$ cat src/rtl/uart_rx.sv
// 8N1 serial receiver: two-flop synchronised line, falling-edge start detect,
// mid-bit sampling, one-cycle valid / framing-error strobes.
module uart_rx #(
    parameter int CLKS_PER_BIT = 104
) (
    input  logic       clk,
    input  logic       i_reset,
    input  logic       i_enable,
    input  logic       i_rx,
    output logic [7:0] o_data,
    output logic       o_valid,
    output logic       o_frame_err,
    output logic       o_busy
);

    localparam int HALF_BIT = CLKS_PER_BIT / 2;
    localparam int CW       = $clog2(CLKS_PER_BIT);

    localparam logic [1:0] S_IDLE  = 2'd0;
    localparam logic [1:0] S_START = 2'd1;
    localparam logic [1:0] S_DATA  = 2'd2;
    localparam logic [1:0] S_STOP  = 2'd3;

    localparam logic [CW-1:0] CNT_HALF_END = CW'(HALF_BIT - 1);
    localparam logic [CW-1:0] CNT_BIT_END  = CW'(CLKS_PER_BIT - 1);
    localparam logic [CW-1:0] CNT_ZERO     = CW'(0);
    localparam logic [CW-1:0] CNT_ONE      = CW'(1);

    logic          r_sync1;
    logic          r_sync2;
    logic          r_prev;
    logic [1:0]    r_state;
    logic [CW-1:0] r_cnt;
    logic [2:0]    r_bit_idx;
    logic [7:0]    r_shift;
    logic [7:0]    r_data;
    logic          r_valid;
    logic          r_frame_err;

    logic          w_fall;
    logic [1:0]    w_state_nxt;
    logic [CW-1:0] w_cnt_nxt;
    logic [2:0]    w_idx_nxt;
    logic [7:0]    w_shift_nxt;
    logic [7:0]    w_data_nxt;
    logic          w_valid_nxt;
    logic          w_ferr_nxt;

    assign w_fall      = r_prev & ~r_sync2;
    assign o_data      = r_data;
    assign o_valid     = r_valid;
    assign o_frame_err = r_frame_err;
    assign o_busy      = (r_state != S_IDLE);

    // Line synchroniser plus previous-value flop for edge detection
    always_ff @(posedge clk or posedge i_reset) begin
        if (i_reset) begin
            r_sync1 <= 1'b1;
            r_sync2 <= 1'b1;
            r_prev  <= 1'b1;
        end else begin
            r_sync1 <= i_rx;
            r_sync2 <= r_sync1;
            r_prev  <= r_sync2;
        end
    end

    // Frame state machine: next-state, counters, shift register and strobes
    always_comb begin
        w_state_nxt = r_state;
        w_cnt_nxt   = r_cnt;
        w_idx_nxt   = r_bit_idx;
        w_shift_nxt = r_shift;
        w_data_nxt  = r_data;
        w_valid_nxt = 1'b0;
        w_ferr_nxt  = 1'b0;
        if (!i_enable) begin
            w_state_nxt = S_IDLE;
            w_cnt_nxt   = CNT_ZERO;
            w_idx_nxt   = 3'd0;
        end else begin
            case (r_state)
                S_IDLE: begin
                    w_cnt_nxt = CNT_ZERO;
                    w_idx_nxt = 3'd0;
                    if (w_fall) begin
                        w_state_nxt = S_START;
                    end else begin
                        w_state_nxt = S_IDLE;
                    end
                end
                S_START: begin
                    if (r_cnt == CNT_HALF_END) begin
                        w_cnt_nxt = CNT_ZERO;
                        // A start bit that is already high again was a glitch
                        if (!r_sync2) begin
                            w_state_nxt = S_DATA;
                        end else begin
                            w_state_nxt = S_IDLE;
                        end
                    end else begin
                        w_cnt_nxt = r_cnt + CNT_ONE;
                    end
                end
                S_DATA: begin
                    if (r_cnt == CNT_BIT_END) begin
                        w_cnt_nxt              = CNT_ZERO;
                        w_shift_nxt[r_bit_idx] = r_sync2;
                        if (r_bit_idx == 3'd7) begin
                            w_idx_nxt   = 3'd0;
                            w_state_nxt = S_STOP;
                        end else begin
                            w_idx_nxt   = r_bit_idx + 3'd1;
                        end
                    end else begin
                        w_cnt_nxt = r_cnt + CNT_ONE;
                    end
                end
                S_STOP: begin
                    if (r_cnt == CNT_BIT_END) begin
                        w_cnt_nxt = CNT_ZERO;
                        if (r_sync2) begin
                            w_valid_nxt = 1'b1;
                            w_data_nxt  = r_shift;
                        end else begin
                            w_ferr_nxt  = 1'b1;
                        end
                        // An edge landing on the exit cycle must not be lost
                        if (w_fall) begin
                            w_state_nxt = S_START;
                        end else begin
                            w_state_nxt = S_IDLE;
                        end
                    end else begin
                        w_cnt_nxt = r_cnt + CNT_ONE;
                    end
                end
                default: begin
                    w_state_nxt = S_IDLE;
                    w_cnt_nxt   = CNT_ZERO;
                    w_idx_nxt   = 3'd0;
                end
            endcase
        end
    end

    // State and output registers
    always_ff @(posedge clk or posedge i_reset) begin
        if (i_reset) begin
            r_state     <= S_IDLE;
            r_cnt       <= CNT_ZERO;
            r_bit_idx   <= 3'd0;
            r_shift     <= 8'h00;
            r_data      <= 8'h00;
            r_valid     <= 1'b0;
            r_frame_err <= 1'b0;
        end else begin
            r_state     <= w_state_nxt;
            r_cnt       <= w_cnt_nxt;
            r_bit_idx   <= w_idx_nxt;
            r_shift     <= w_shift_nxt;
            r_data      <= w_data_nxt;
            r_valid     <= w_valid_nxt;
            r_frame_err <= w_ferr_nxt;
        end
    end

endmodule
$ cat config.mk
export PLATFORM = sky130hd
export DESIGN_NAME = uart_rx
export DESIGN_NICKNAME = d
export VERILOG_FILES = /design/src/rtl/uart_rx.sv
export SDC_FILE = /design/constraint.sdc
export NUM_CORES = 1
export LEC_CHECK = 0
export ABC_AREA = 1
export BUFFER_PORTS_ARGS = -buffer_cell sky130_fd_sc_hd__buf_2
export CORE_ASPECT_RATIO = 1.4
export CORE_MARGIN = 5
export CORE_UTILIZATION = 55
export CTS_BUF_LIST = sky130_fd_sc_hd__clkbuf_4 sky130_fd_sc_hd__clkbuf_8
export DETAILED_ROUTE_END_ITERATION = 16
export PLACE_DENSITY = 0.88
export SLEW_MARGIN = 20
export SYNTH_ARGS = -nofsm -noshare
export SYNTH_HDL_FRONTEND = slang
export SYNTH_SLANG_ARGS = --single-unit
$ cat constraint.sdc
create_clock -name clk -period 1.35 [get_ports clk]
set_clock_uncertainty 0.1 [all_clocks]
set_input_delay 0.0675 -clock clk [delete_from_list [all_inputs] [get_ports clk]]
set_output_delay 0.0675 -clock clk [all_outputs]
set_load 0.02 [all_outputs]
[After elaboration in Yosys (flattened, before gate mapping)]
Cells that the tools add are included.
Word-level totals
  flip-flop bits (word level): 33
  input port bits: 4
  logic and storage cells: 62
  output and inout port bits: 11
Operators by class
  $add $sub $neg: 2
  magnitude comparators: 2
  reduce and logical (&&, ||, !) cells: 8
  equality and inequality tests: 11
  mux-type cells: 27
  bitwise logic cells: 2
Operator list (number)
  $mux W7: 3
  $pmux W7 S3: 1
  $mux W2: 6
  $ne A3 B3 Y1 const B: 4
  $mux W1: 10
  $mux W3: 3
  $bwmux W8: 1
  $pmux W2 S4: 1
  $reduce_and A4 Y1: 2
  $add A7 B1 Y7 const B: 1
  $eq A7 B6 Y1 const B: 1
  $eq A7 B7 Y1 const B: 1
  $pmux W3 S2: 1
  $eq A2 B2 Y1 const B: 2
  $lt A3 B4 Y1 const B: 1
  $add A3 B1 Y3 const B: 1
  $demux W1 S3: 1
  $eq A3 B3 Y1 const B: 1
  $ge A3 B1 Y1 const B: 1
  $ne A3 B1 Y1 const B: 1
  $reduce_and A3 Y1: 1
  $eq A2 B1 Y1 const B: 1
  $logic_not A2 Y1: 1
  $reduce_and A2 Y1: 1
  5 further kinds: 5

[Depth between registers and ports, before layout]
Gate-level depths: netlist of the first run.
  depth in word-level cells: 6
  depth in mapped cells: 9
  gate-level depth less buffers: 9

[Least setup slack after synthesis of the first run]
OpenSTA, ideal clock, no wires.
  path type: reg-to-reg
  start: reg r_state[0]
  end: reg r_shift[1]
  required time: 1123 ps
  path slack: -88 ps
  cell stages (with the launch flop): 8
  path buffers: 0
  period minus slack after synthesis: 1438 ps
  arrival: 1211 ps
  cells stage by stage: dfrtp_1 > inv_1 > ha_1 > nand2_1 > nor2_4 > nand3_1 > nand2_1 > o21ai_1
On the way
  cells in the longest elaborated chain, start to end: 2
Ends and longest elaborated chain
  start, declared: line 32  | logic [1:0] r_state;
  start signal, assigned: line 158  | r_state <= w_state_nxt;
  $eq A2 B2 Y1: line 82  | case (r_state)
  $reduce_and A3 Y1 (no source line)
  end signal, assigned: line 161  | r_shift <= w_shift_nxt;
  end, declared: line 35  | logic [7:0] r_shift;
Every way passes these cells.
A chain may end at the register's enable or synchronous reset.

[Final worst setup path of the first run]
  start: reg r_cnt[1]
  end: reg r_shift[7]
On the way
  cells in the longest elaborated chain, start to end: 2
Ends and longest elaborated chain
  start, declared: line 33  | logic [CW-1:0] r_cnt;
  start signal, assigned: line 159  | r_cnt <= w_cnt_nxt;
  $eq A7 B7 Y1: line 106  | if (r_cnt == CNT_BIT_END) begin
  $reduce_and A3 Y1 (no source line)
Every way passes these cells.

==> key figures, run 1 <==
Outcome
  – Run status: complete, but fails checks
  – Violated checks: setup timing

Synthesis
  – Leading area contributor after synthesis: sky130_fd_sc_hd__dfrtp_1
  – Syn Inst Count: 188
  – Fraction of the mapped netlist area in compound gates: 0.0681
  – Xor and xnor fraction of the mapped netlist area: 0.0162
  – Cell area after technology mapping: 1620 um^2
  – Number of flops mapped to enable cells by yosys: 0
  – Dominant combinational cell family by area after synthesis: simple AND/OR/NAND/NOR gates
  – Register area share after synthesis: 0.513
  – Async set-or-reset flop fraction in the synthesized netlist: 1.00
  – Mux share of post-synthesis cell area: 0
  – Top cells by count, synth: 51 x sky130_fd_sc_hd__nand2_1, 30 x sky130_fd_sc_hd__dfrtp_1, 21 x sky130_fd_sc_hd__inv_1, 19 x sky130_fd_sc_hd__nand3_1, 19 x sky130_fd_sc_hd__nor2_1
  – Ranking of synthesized cells by area: sky130_fd_sc_hd__dfrtp_1 46%, sky130_fd_sc_hd__nand2_1 12%, sky130_fd_sc_hd__ha_1 6.2%
  – Fraction of the mapped netlist area in adder cells: 0.0619
  – Average footprint of a synthesized cell: 8.61 um^2
  – Simple-gate share of the synthesized area: 0.280
  – Yosys top cell area share: 0.464
  – Syn_nets: 200
  – Yosys warning total: 0
  – Primary flip-flop cell chosen by synthesis mapping: sky130_fd_sc_hd__dfrtp_1
  – Seq cells post-synth: 33
  – Most instantiated library cell after synthesis: sky130_fd_sc_hd__nand2_1
  – Number of distinct standard cells referenced by the synthesized netlist: 24

Setup path
  – Reg2reg path depth: 8
  – Launching element type of the critical path: flip-flop
  – FF-to-FF setup slack: -0.35 ns
  – Critical path's slowest cell: sky130_fd_sc_hd__dfrtp_1
  – Total number of cells along the worst setup path: 8
  – Ordered list of cells on the worst path: ha_4, nand2_4, nor2_4, nand2_4, nor2_4, nand3_2, nand2_1, o21ai_1
  – CP Capture Type: flip-flop
  – Worst reg2reg startpoint: r_cnt[1]
  – Startpoint of the worst setup timing path: r_cnt[1]
  – Required @ worst endpoint: 1.42 ns
  – Buffers plus inverters on the worst setup path: 0
  – Critical Path End: r_shift[7]
  – Reg2reg end: r_shift[7]
  – Crit Path Max Fanout: 7
  – Top delay family on crit path: simple AND/OR/NAND/NOR gates
  – Delay of the slowest cell on the worst path: 0.42 ns
  – Data arrival time of the critical path: 1.77 ns
  – Worst setup path class: reg2reg

Power and ir drop
  – Static Leakage: 1.21 nW
  – Internal power: 1.98 mW
  – Pwr per Cell Area: 1310 nW/um^2
  – Worst vdd rail ir drop: 1.47 mV
  – Fraction of power consumed by sequential logic: 0.362
  – Comb power frac: 0.369
  – Clock power frac: 0.269
  – Switching power share of the total: 0.346
  – Sw Pwr: 1.05 mW

Floorplanning
  – Die Outline Area: 4140 um^2
  – Effective utilization at floorplan: 0.568
  – Area of the core: 2850 um^2
  – Floorplan die width: 55.8 um
  – Number of top-level pins: 15
  – Die Y: 74.2 um
  – Row Count: 23

Routing
  – DRC violation count after routing: 0
  – Final routed wire length divided by cell count: 16.3 um
  – Remaining antenna violation count after routing: 0
  – DR top layer: met4
  – Wire length reported by the detailed router: 4450 um
  – DR vias/cell: 5.48
  – Initial DRC count: 71
  – Routed length on met1: 1550 um
  – Via count: 1496
  – Length of the first detailed-routing pass in iterations: 4
  – Detailed-routed wire length on met2: 2490 um
  – Wire length on met3: 227 um

Timing
  – Achievable Freq: 589 MHz
  – Final critical path time including I/O delays and setup: 1.70 ns
  – Final setup slack of the worst path: -0.348 ns
  – Headroom to the max-slew limit: 0.726
  – Count of final hold-check violations: 0
  – Worst Max-Slew Pin Slew: 0.410 ns
  – Unrepaired setup endpoints after global routing: yes
  – Ratio of final minimum period to clock period: 1.26
  – Final setup viols: 31
  – Slew Viols, Final: 0

Hold path
  – Min-delay worst type: in2reg

Job
  – Max_cap viols: 0

Clocking
  – Clock transition at the registers of the reported paths: 0.07 ns
  – CTS tree: done
  – CTS root buffer: sky130_fd_sc_hd__clkbuf_8
  – Maximum buffer depth of the clock tree: 2
  – Sink count of the clock tree: 33
  – CTS buffer count: 5
  – H-Tree Depth: 2
  – Clock insertion delay at the later pin of the skew report: 0.29 ns

Cells and area
  – Share of layout cells above drive strength 1: 0.445
  – Post-route cell area: 2300 um^2
  – Final-stage net count: 247
  – Footprint of the multi-input gates: 936 um^2
  – Share of the core filled with cells: 0.807
  – Flip-flop and latch area: 830 um^2
  – Layout overhead on the synthesized area: 42.2%
  – Number of fill cells: 175
  – # diodes: 0

GRT
  – Antenna violations before repair: 0
  – Global Route Usage Sum: 0.215
  – GRT Residual Overflow: 0
  – First-pass GRT wire length: 6680 um
  – Largest net degree at the start of global routing: 34
  – Via count of the first global-routing pass: 1475

Placement
  – Worst slack after detailed placement: -0.174 ns
  – GP Congestion: 0.860
  – Post-DP HPWL: 2320 um
  – Number of I/O port buffers: 14
  – Placed Instance Area: 1870 um^2
flip-flops by register name (all words and copies together), names as in the netlist:
register     count
o_valid          1
r_state          2
r_prev           1
r_sync2          1
o_data           8
r_bit_idx        3
o_frame_err      1
r_shift          8
r_sync1          1
r_cnt            7
metrics by stage:
step	cells	power, mW	hold WS, ns	setup TNS (ns)
6_report	273	3.02	0.102	-7.35
5_1_grt	273	3.19	0.121	-9.69
3_5_place_dp	255	1.83	0.0744	-2.90
4_1_cts	271	2.78	0.0698	-3.61
3_3_place_gp	255	1.81	0.0654	-1.78
2_1_floorplan	188	1.57	-0.0280	-0.463
metal layers:
| layer | vias to the layer above | global-route usage |
|---|---|---|
| met1 | 722 | 0.215 |
| met3 | 18 | 0.0590 |
| met2 | 57 | 0.412 |
| met5 | - | 0 |
| li1 | 699 | - |
| met4 | 0 | 0.103 |
worst min path at each step:
stage	from	to	slack (ns)	cells after the start
after detailed placement	i_reset	o_data[5]	0.07	3
after global routing	i_enable	r_state[1]	0.12	5
after floorplan	i_rx	r_sync1	-0.03	0
final	i_enable	r_state[1]	0.10	5
after global placement	i_reset	o_data[5]	0.07	3
after CTS	i_enable	r_state[1]	0.07	5
logic make-up (layout without fill, tap and decap cells):
family / count (synthesis) / after routing
AND/OR/NAND/NOR: 100 / 101
buffers and inverters: 24 / 71
flip-flops: 33 / 33
AO/OA/AOI/OAI: 20 / 20
XOR/XNOR: 3 / 3
adder cells (fa/ha/maj): 8 / 8
power groups by stage:
stage / sequential [mW] / clock (mW) / combinational (mW)
after floorplan: 1.11 / 0 / 0.457
after global placement: 1.10 / 0 / 0.711
after detailed placement: 1.11 / 0 / 0.728
after CTS: 1.08 / 0.825 / 0.875
after global routing: 1.10 / 0.875 / 1.22
final: 1.09 / 0.813 / 1.12
cell usage in the layout, fill, tap and decap left out, drive strengths merged:
cell type	n
o21ai	14
dfrtp	30
ha	8
nor3	2
nand3	21
xnor2	1
clkbuf	7
dfstp	3
dlygate4sd3	2
clkinv	1
nand3b	2
inv	23
buf	38
a21oi	5
nand4	1
xor2	2
nor2	21
nand2	54
a211oi	1
worst min-delay path: cells and delay by family:
kind,cells,cell delay (ns)
AND/OR/NAND/NOR,3,0.19
buffers and inverters,2,0.20
what timing repair did:
item	CTS	global route
pin swaps	7	8
gates resized for setup	25	39
endpoints found under the setup margin	29	31
endpoints found under the hold margin	31	0
cloned	1	0
setup buffers	5	2
hold buffers	2	0
area by class of cell:
type / count / share of cell area
Clock buffer: 7 / 0.0419
Clock inverter: 1 / 0.00218
Inverter: 23 / 0.0430
Multi-Input combinational cell: 132 / 0.407
Sequential cell: 33 / 0.361
Tap cell: 37 / 0.0201
Timing Repair Buffer: 40 / 0.125
No activity file was read; power rests on OpenSTA's default activity.
==> inputs of run 2 (changes only) <==
--- a/config.mk
+++ b/config.mk
@@ -5,7 +5,7 @@
 export SDC_FILE = /design/constraint.sdc
 export NUM_CORES = 1
 export LEC_CHECK = 0
-export ABC_AREA = 1
+export ABC_AREA = 0
 export BUFFER_PORTS_ARGS = -buffer_cell sky130_fd_sc_hd__buf_2
 export CORE_ASPECT_RATIO = 1.4
 export CORE_MARGIN = 5
==> run 2 against run 1 <==
Compared with the run above: fmax decreased by 19%; the flow still finishes with violations (setup timing); combinational power down 89%; critical path depth is 4 lower.
==> key figures, run 2 <==
Outcome
  – Run status: complete, but fails checks
  – Violated checks: setup timing

Synthesis
  – Leading area contributor after synthesis: sky130_fd_sc_hd__dfrtp_1
  – Yosys warning total: 0
  – Cell area after technology mapping: 1600 um^2
  – Number of distinct standard cells referenced by the synthesized netlist: 35
  – Average footprint of a synthesized cell: 11.6 um^2
  – Yosys top cell area share: 0.470
  – Syn_nets: 150
  – Most instantiated library cell after synthesis: sky130_fd_sc_hd__dfrtp_1
  – Ranking of synthesized cells by area: sky130_fd_sc_hd__dfrtp_1 47%, sky130_fd_sc_hd__mux2_2 11%, sky130_fd_sc_hd__ha_1 6.3%
  – Top cells by count, synth: 30 x sky130_fd_sc_hd__dfrtp_1, 16 x sky130_fd_sc_hd__mux2_2, 14 x sky130_fd_sc_hd__nor2_1, 9 x sky130_fd_sc_hd__inv_1, 8 x sky130_fd_sc_hd__ha_1
  – Seq cells post-synth: 33
  – Syn Inst Count: 138
  – Primary flip-flop cell chosen by synthesis mapping: sky130_fd_sc_hd__dfrtp_1
  – Async set-or-reset flop fraction in the synthesized netlist: 1.00
  – Register area share after synthesis: 0.520
  – Number of flops mapped to enable cells by yosys: 0

GRT
  – Most utilized layer in the global route result: met2
  – GR met1 Demand/Resource: 0.306
  – Met2 routing resource usage after global routing: 0.475
  – Global Route Usage Sum: 0.281
  – Via count of the first global-routing pass: 1552
  – Antenna violations before repair: 0
  – Largest net degree at the start of global routing: 34
  – Met3 track demand over resource: 0.0545
  – GRT Residual Overflow: 0
  – First-pass GRT wire length: 8430 um

Power and ir drop
  – Worst vdd rail ir drop: 1.25 mV
  – Static Leakage: 1.12 nW
  – Pwr per Cell Area: 879 nW/um^2
  – Pwr Total: 2.14 mW

Setup path
  – Worst reg2reg startpoint: r_cnt[3]
  – Worst setup path class: reg2reg
  – Data arrival time of the critical path: 2.18 ns
  – Ordered list of cells on the worst path: or3b_4, or4_4, nor3b_4, mux2_4
  – Crit Path Max Fanout: 4
  – Required @ worst endpoint: 1.43 ns
  – Buffers plus inverters on the worst setup path: 0
  – CP Capture Type: flip-flop
  – Delay of the slowest cell on the worst path: 0.49 ns
  – Critical path's slowest cell: sky130_fd_sc_hd__or4_4
  – FF-to-FF setup slack: -0.75 ns
  – Startpoint of the worst setup timing path: r_cnt[3]
  – Top delay family on crit path: simple AND/OR/NAND/NOR gates
  – Launching element type of the critical path: flip-flop

Cells and area
  – Layout overhead on the synthesized area: 52.3%
  – Final-stage net count: 203
  – Share of the core filled with cells: 0.862
  – Share of layout cells above drive strength 1: 0.620
  – # diodes: 0
  – Most common cell after layout, fill and taps aside: sky130_fd_sc_hd__dfrtp_1
  – Most frequent cells in the layout: 29 x sky130_fd_sc_hd__dfrtp_1, 23 x sky130_fd_sc_hd__buf_4, 13 x sky130_fd_sc_hd__buf_2, 13 x sky130_fd_sc_hd__buf_6, 12 x sky130_fd_sc_hd__mux2_2

Clocking
  – Maximum buffer depth of the clock tree: 2
  – CTS tree: done
  – Clock insertion delay at the later pin of the skew report: 0.29 ns
  – Clock transition at the registers of the reported paths: 0.07 ns
  – Sink count of the clock tree: 33
  – CTS root buffer: sky130_fd_sc_hd__clkbuf_8
  – CTS buffer count: 5
  – H-Tree Depth: 2

Routing
  – Remaining antenna violation count after routing: 0
  – Initial DRC count: 85
  – DRC violation count after routing: 0
  – DR vias/cell: 6.30
  – Via count: 1443
  – Length of the first detailed-routing pass in iterations: 6
  – Wire length reported by the detailed router: 5760 um
  – Final routed wire length divided by cell count: 25.1 um

Floorplanning
  – Die Y: 73.8 um
  – Number of top-level pins: 15
  – Row Count: 23
  – Floorplan die width: 55.5 um
  – Effective utilization at floorplan: 0.566
  – Area of the core: 2820 um^2
  – Die Outline Area: 4100 um^2

Placement
  – GP Congestion: 0.863
  – Number of I/O port buffers: 14
  – Post-DP HPWL: 2720 um

Hold path
  – Min-delay worst type: in2reg
  – Critical hold path startpoint: i_enable

Timing
  – Final setup slack of the worst path: -0.751 ns
  – Achievable Freq: 476 MHz
  – Headroom to the max-slew limit: 0.727
  – Unrepaired setup endpoints after global routing: yes
  – Count of final hold-check violations: 0
  – Final critical path time including I/O delays and setup: 2.10 ns
  – Final setup viols: 31
  – Slew Viols, Final: 0
  – Ratio of final minimum period to clock period: 1.56
  – Worst Max-Slew Pin Slew: 0.409 ns
  – Setup TNS: -17.55 ns

Job
  – Max_cap viols: 0
run 2: cell types whose count changed in the layout (fill, tap and decap cells not counted), sizes merged, moves of 3 or more:
cell,change
nor2b,+5
nor3b,+3
mux2,+16
o21ai,-11
nor2,-7
nand2,-48
inv,-14
nand3,-14
buf,+11
run 2: worst paths after layout:
kind / depth (start not counted) / endpoint
setup reg to reg: 4 / r_shift[3]
hold / removal: 4 / o_frame_err
setup / recovery: 4 / r_shift[3]
min in group asynchronous: 4 / o_data[0]
max in group asynchronous: 4 / r_sync1
hold reg to reg: 0 / r_sync2
run 2: layout make-up:
class	instances	area, um^2
Sequential cell	33	831
Multi-Input combinational cell	91	988
Inverter	9	41.3
Tap cell	37	46.3
Timing Repair Buffer	51	404
Clock buffer	7	90.1
Clock inverter	1	30.0
Fill cell	132	389
run 2: tightest hold or removal path, delay by kind of cell:
kind          cells  cell delay [ns]
buf+inv           2             0.32
simple gates      2             0.14
run 2: power breakdown:
group	leakage [nW]	switching [mW]	internal (mW)
logic	0.611	0.0735	0.0497
clock network	0.0619	0.387	0.622
registers	0.449	0.00735	0.998
total	1.12	0.468	1.67
run 2: metal layers:
| layer | share of wire | vias up | wire, um |
|---|---|---|---|
| met2 | 0.50 | 102 | 2880 |
| met5 | 0 | - | 0 |
| met4 | 0.067 | 0 | 384 |
| met1 | 0.37 | 717 | 2110 |
| li1 | - | 594 | - |
| met3 | 0.067 | 30 | 388 |
run 2: kinds of logic (layout without fill, tap and decap cells):
group,Yosys count,count (layout),synth area share
XOR/XNOR,4,4,0.0219
adder cells (fa/ha/maj),8,8,0.0627
multiplexers,18,18,0.125
buffers and inverters,15,68,0.0431
AO/OA/AOI/OAI,13,13,0.0525
flip-flops,33,33,0.520
AND/OR/NAND/NOR,47,48,0.175
run 2: timing repair:
item	in CTS	in global routing
gates resized for setup	38	30
hold buffers	2	0
hold endpoints to repair	31	0
pin swaps	13	11
buffers inserted	6	4
endpoints found under the setup margin	31	31
gates cloned	1	0
run 2: metrics by stage:
stage,instances,instance area [um^2],hold WS [ns],setup WS [ns]
after floorplan,138,1640,-0.0280,-0.727
after global placement,210,1920,0.0553,-0.598
after detailed placement,210,1920,0.0647,-0.659
after CTS,226,2290,0.156,-0.697
after global routing,229,2430,0.171,-0.773
final,229,2430,0.170,-0.751
==> inputs of run 3 (changes only) <==
--- a/config.mk
+++ b/config.mk
@@ -12,7 +12,7 @@
 export CORE_UTILIZATION = 55
 export CTS_BUF_LIST = sky130_fd_sc_hd__clkbuf_4 sky130_fd_sc_hd__clkbuf_8
 export DETAILED_ROUTE_END_ITERATION = 16
-export PLACE_DENSITY = 0.88
+export PLACE_DENSITY = 0.85
 export SLEW_MARGIN = 20
 export SYNTH_ARGS = -nofsm -noshare
 export SYNTH_HDL_FRONTEND = slang
==> constraint.sdc (replaced) <==
create_clock -name clk -period 2.6 [get_ports clk]
set_clock_uncertainty 0.1 [all_clocks]
set_input_delay 0.13 -clock clk [delete_from_list [all_inputs] [get_ports clk]]
set_output_delay 0.13 -clock clk [all_outputs]
set_load 0.02 [all_outputs]
==> run 3 against run 2 <==
Compared with the run above: the flow now finishes without violations; non-clock buffer count decreased by 33; setup slack improved by 1.2 ns; critical path depth unchanged; final area decreased by 26%; fmax decreased by 4.1%; wire length decreased by 50%; die area unchanged; combinational power decreased by 73%; power decreased by 56%; hold slack got worse by 0.059 ns; highest routed layer unchanged; first-iteration DRC count decreased by 54%.
==> key figures, run 3 (synthesized netlist as in run 2, its figures left out) <==
Outcome
  – Run status: complete, no violations

Routing
  – Wire length reported by the detailed router: 2880 um
  – Remaining antenna violation count after routing: 0
  – DR vias/cell: 5.58
  – Length of the first detailed-routing pass in iterations: 4
  – DRC violation count after routing: 0
  – Final routed wire length divided by cell count: 14.8 um
  – Via count: 1089
  – Initial DRC count: 39

Setup path
  – CP Capture Type: flip-flop
  – Crit Path Max Fanout: 7
  – Critical path's slowest cell: sky130_fd_sc_hd__or4_4
  – Launching element type of the critical path: flip-flop
  – Top delay family on crit path: simple AND/OR/NAND/NOR gates
  – Reg2reg path depth: 4
  – Worst setup path class: reg2reg
  – Total number of cells along the worst setup path: 4
  – Required @ worst endpoint: 2.68 ns
  – Buffers plus inverters on the worst setup path: 0
  – Delay of the slowest cell on the worst path: 0.53 ns
  – Data arrival time of the critical path: 2.27 ns
  – Ordered list of cells on the worst path: or3b_4, or4_4, nor3b_2, mux2_2

GRT
  – Largest net degree at the start of global routing: 34
  – GRT Residual Overflow: 0
  – Via count of the first global-routing pass: 1146
  – First-pass GRT wire length: 5310 um
  – Global Route Usage Sum: 0.167
  – Antenna violations before repair: 0

Clocking
  – Post CTS Setup Buffer Count: 0
  – H-Tree Depth: 2
  – Hold_buf cts: 2
  – Maximum buffer depth of the clock tree: 2
  – Clock insertion delay at the later pin of the skew report: 0.29 ns
  – CTS buffer count: 5
  – CTS tree: done
  – PostCTS Resize Cnt: 0
  – Sink count of the clock tree: 33
  – Clock transition at the registers of the reported paths: 0.08 ns
  – CTS root buffer: sky130_fd_sc_hd__clkbuf_8

Timing
  – Unrepaired setup endpoints after global routing: no
  – Headroom to the max-slew limit: 0.664
  – Hold_ws: 0.111 ns
  – Final setup viols: 0
  – Achievable Freq: 457 MHz
  – Count of final hold-check violations: 0
  – Setup TNS: 0 ns
  – Slew Viols, Final: 0
  – Worst Max-Slew Pin Slew: 0.500 ns
  – Final critical path time including I/O delays and setup: 2.19 ns
  – Ratio of final minimum period to clock period: 0.842

Cells and area
  – Most frequent cells in the layout: 30 x sky130_fd_sc_hd__dfrtp_1, 16 x sky130_fd_sc_hd__mux2_2, 14 x sky130_fd_sc_hd__nor2_1, 14 x sky130_fd_sc_hd__buf_2, 9 x sky130_fd_sc_hd__inv_1
  – Footprint of the multi-input gates: 698 um^2
  – Share of layout cells above drive strength 1: 0.310
  – # diodes: 0
  – Most common cell after layout, fill and taps aside: sky130_fd_sc_hd__dfrtp_1
  – Layout overhead on the synthesized area: 12.7%
  – Final-stage net count: 169
  – Number of fill cells: 227
  – Flip-flop and latch area: 830 um^2

Power and ir drop
  – Clock power frac: 0.404
  – Pwr per Cell Area: 518 nW/um^2
  – Switching power share of the total: 0.234
  – Comb power frac: 0.036
  – Static Leakage: 0.890 nW
  – Worst vdd rail ir drop: 0.587 mV
  – Internal power: 0.714 mW
  – Sw Pwr: 0.219 mW
  – Fraction of power consumed by sequential logic: 0.560

Floorplanning
  – Number of top-level pins: 15
  – Floorplan die width: 55.5 um
  – Area of the core: 2820 um^2
  – Effective utilization at floorplan: 0.566
  – Row Count: 23
  – Die Outline Area: 4100 um^2
  – Die Y: 73.8 um

Hold path
  – Min-delay worst type: in2reg
  – Worst Hold Path Cells: 3

Placement
  – GP Congestion: 0.885
  – Number of I/O port buffers: 14
  – Post-DP HPWL: 2090 um

Job
  – Max_cap viols: 0
[run 3: cell count changes in the layout (fill, tap and decap cells not counted), sizes merged]
cell,before,now
clkinv,0,2
nand4,3,2
clkinvlp,0,1
buf,49,16
clkbuf,7,5
bufinv,1,0
[run 3: final timing paths]
kind	endpoint	slack (ns)	from
max in group asynchronous	r_sync1	1.70	i_reset
min reg2reg	r_sync2	0.24	r_sync1
min	o_frame_err	0.11	i_enable
max	r_shift[3]	0.41	r_cnt[3]
min in group asynchronous	o_valid	0.36	i_reset
max reg2reg	r_shift[3]	0.41	r_cnt[3]
[run 3: stage by stage]
step / util / area, um^2 / setup slack (ns) / total power, mW / instances
final: 0.638 / 1800 / 0.410 / 0.933 / 195
after global routing: 0.638 / 1800 / 0.312 / 0.973 / 195
after CTS: 0.638 / 1800 / 0.403 / 0.941 / 195
after detailed placement: 0.600 / 1690 / 0.407 / 0.564 / 185
after global placement: 0.600 / 1690 / 0.468 / 0.563 / 185
after floorplan: - / 1600 / 0.321 / 0.552 / 138
[run 3: power groups by stage]
stage	registers, mW	clock network, mW	logic [mW]
2_1_floorplan	0.530	0	0.0227
3_3_place_gp	0.532	0	0.0307
3_5_place_dp	0.532	0	0.0322
4_1_cts	0.523	0.384	0.0345
5_1_grt	0.523	0.410	0.0394
6_report	0.523	0.377	0.0337
[run 3: per-layer routing]
layer  GRT usage  routed length [um]  up-vias
met5           0                   0        -
met4      0.0811                  64        0
met3      0.0387                  99        5
met2       0.291                1540       21
met1       0.193                1180      545
li1            -                   -      518
[run 3: final cells by class]
type,count,area share
clock buffer,5,0.0382
clock inverter,3,0.00974
inverter,9,0.0188
multi-input combinational,90,0.388
sequential,33,0.461
tap,37,0.0257
timing repair buffer,18,0.0584
[run 3: worst reg2reg max path: stages, from the launching register on]
cell	delay [ns]
sky130_fd_sc_hd__dfrtp_1	0.46
sky130_fd_sc_hd__or3b_4	0.44
sky130_fd_sc_hd__or4_4	0.53
sky130_fd_sc_hd__nor3b_2	0.21
sky130_fd_sc_hd__mux2_2	0.35
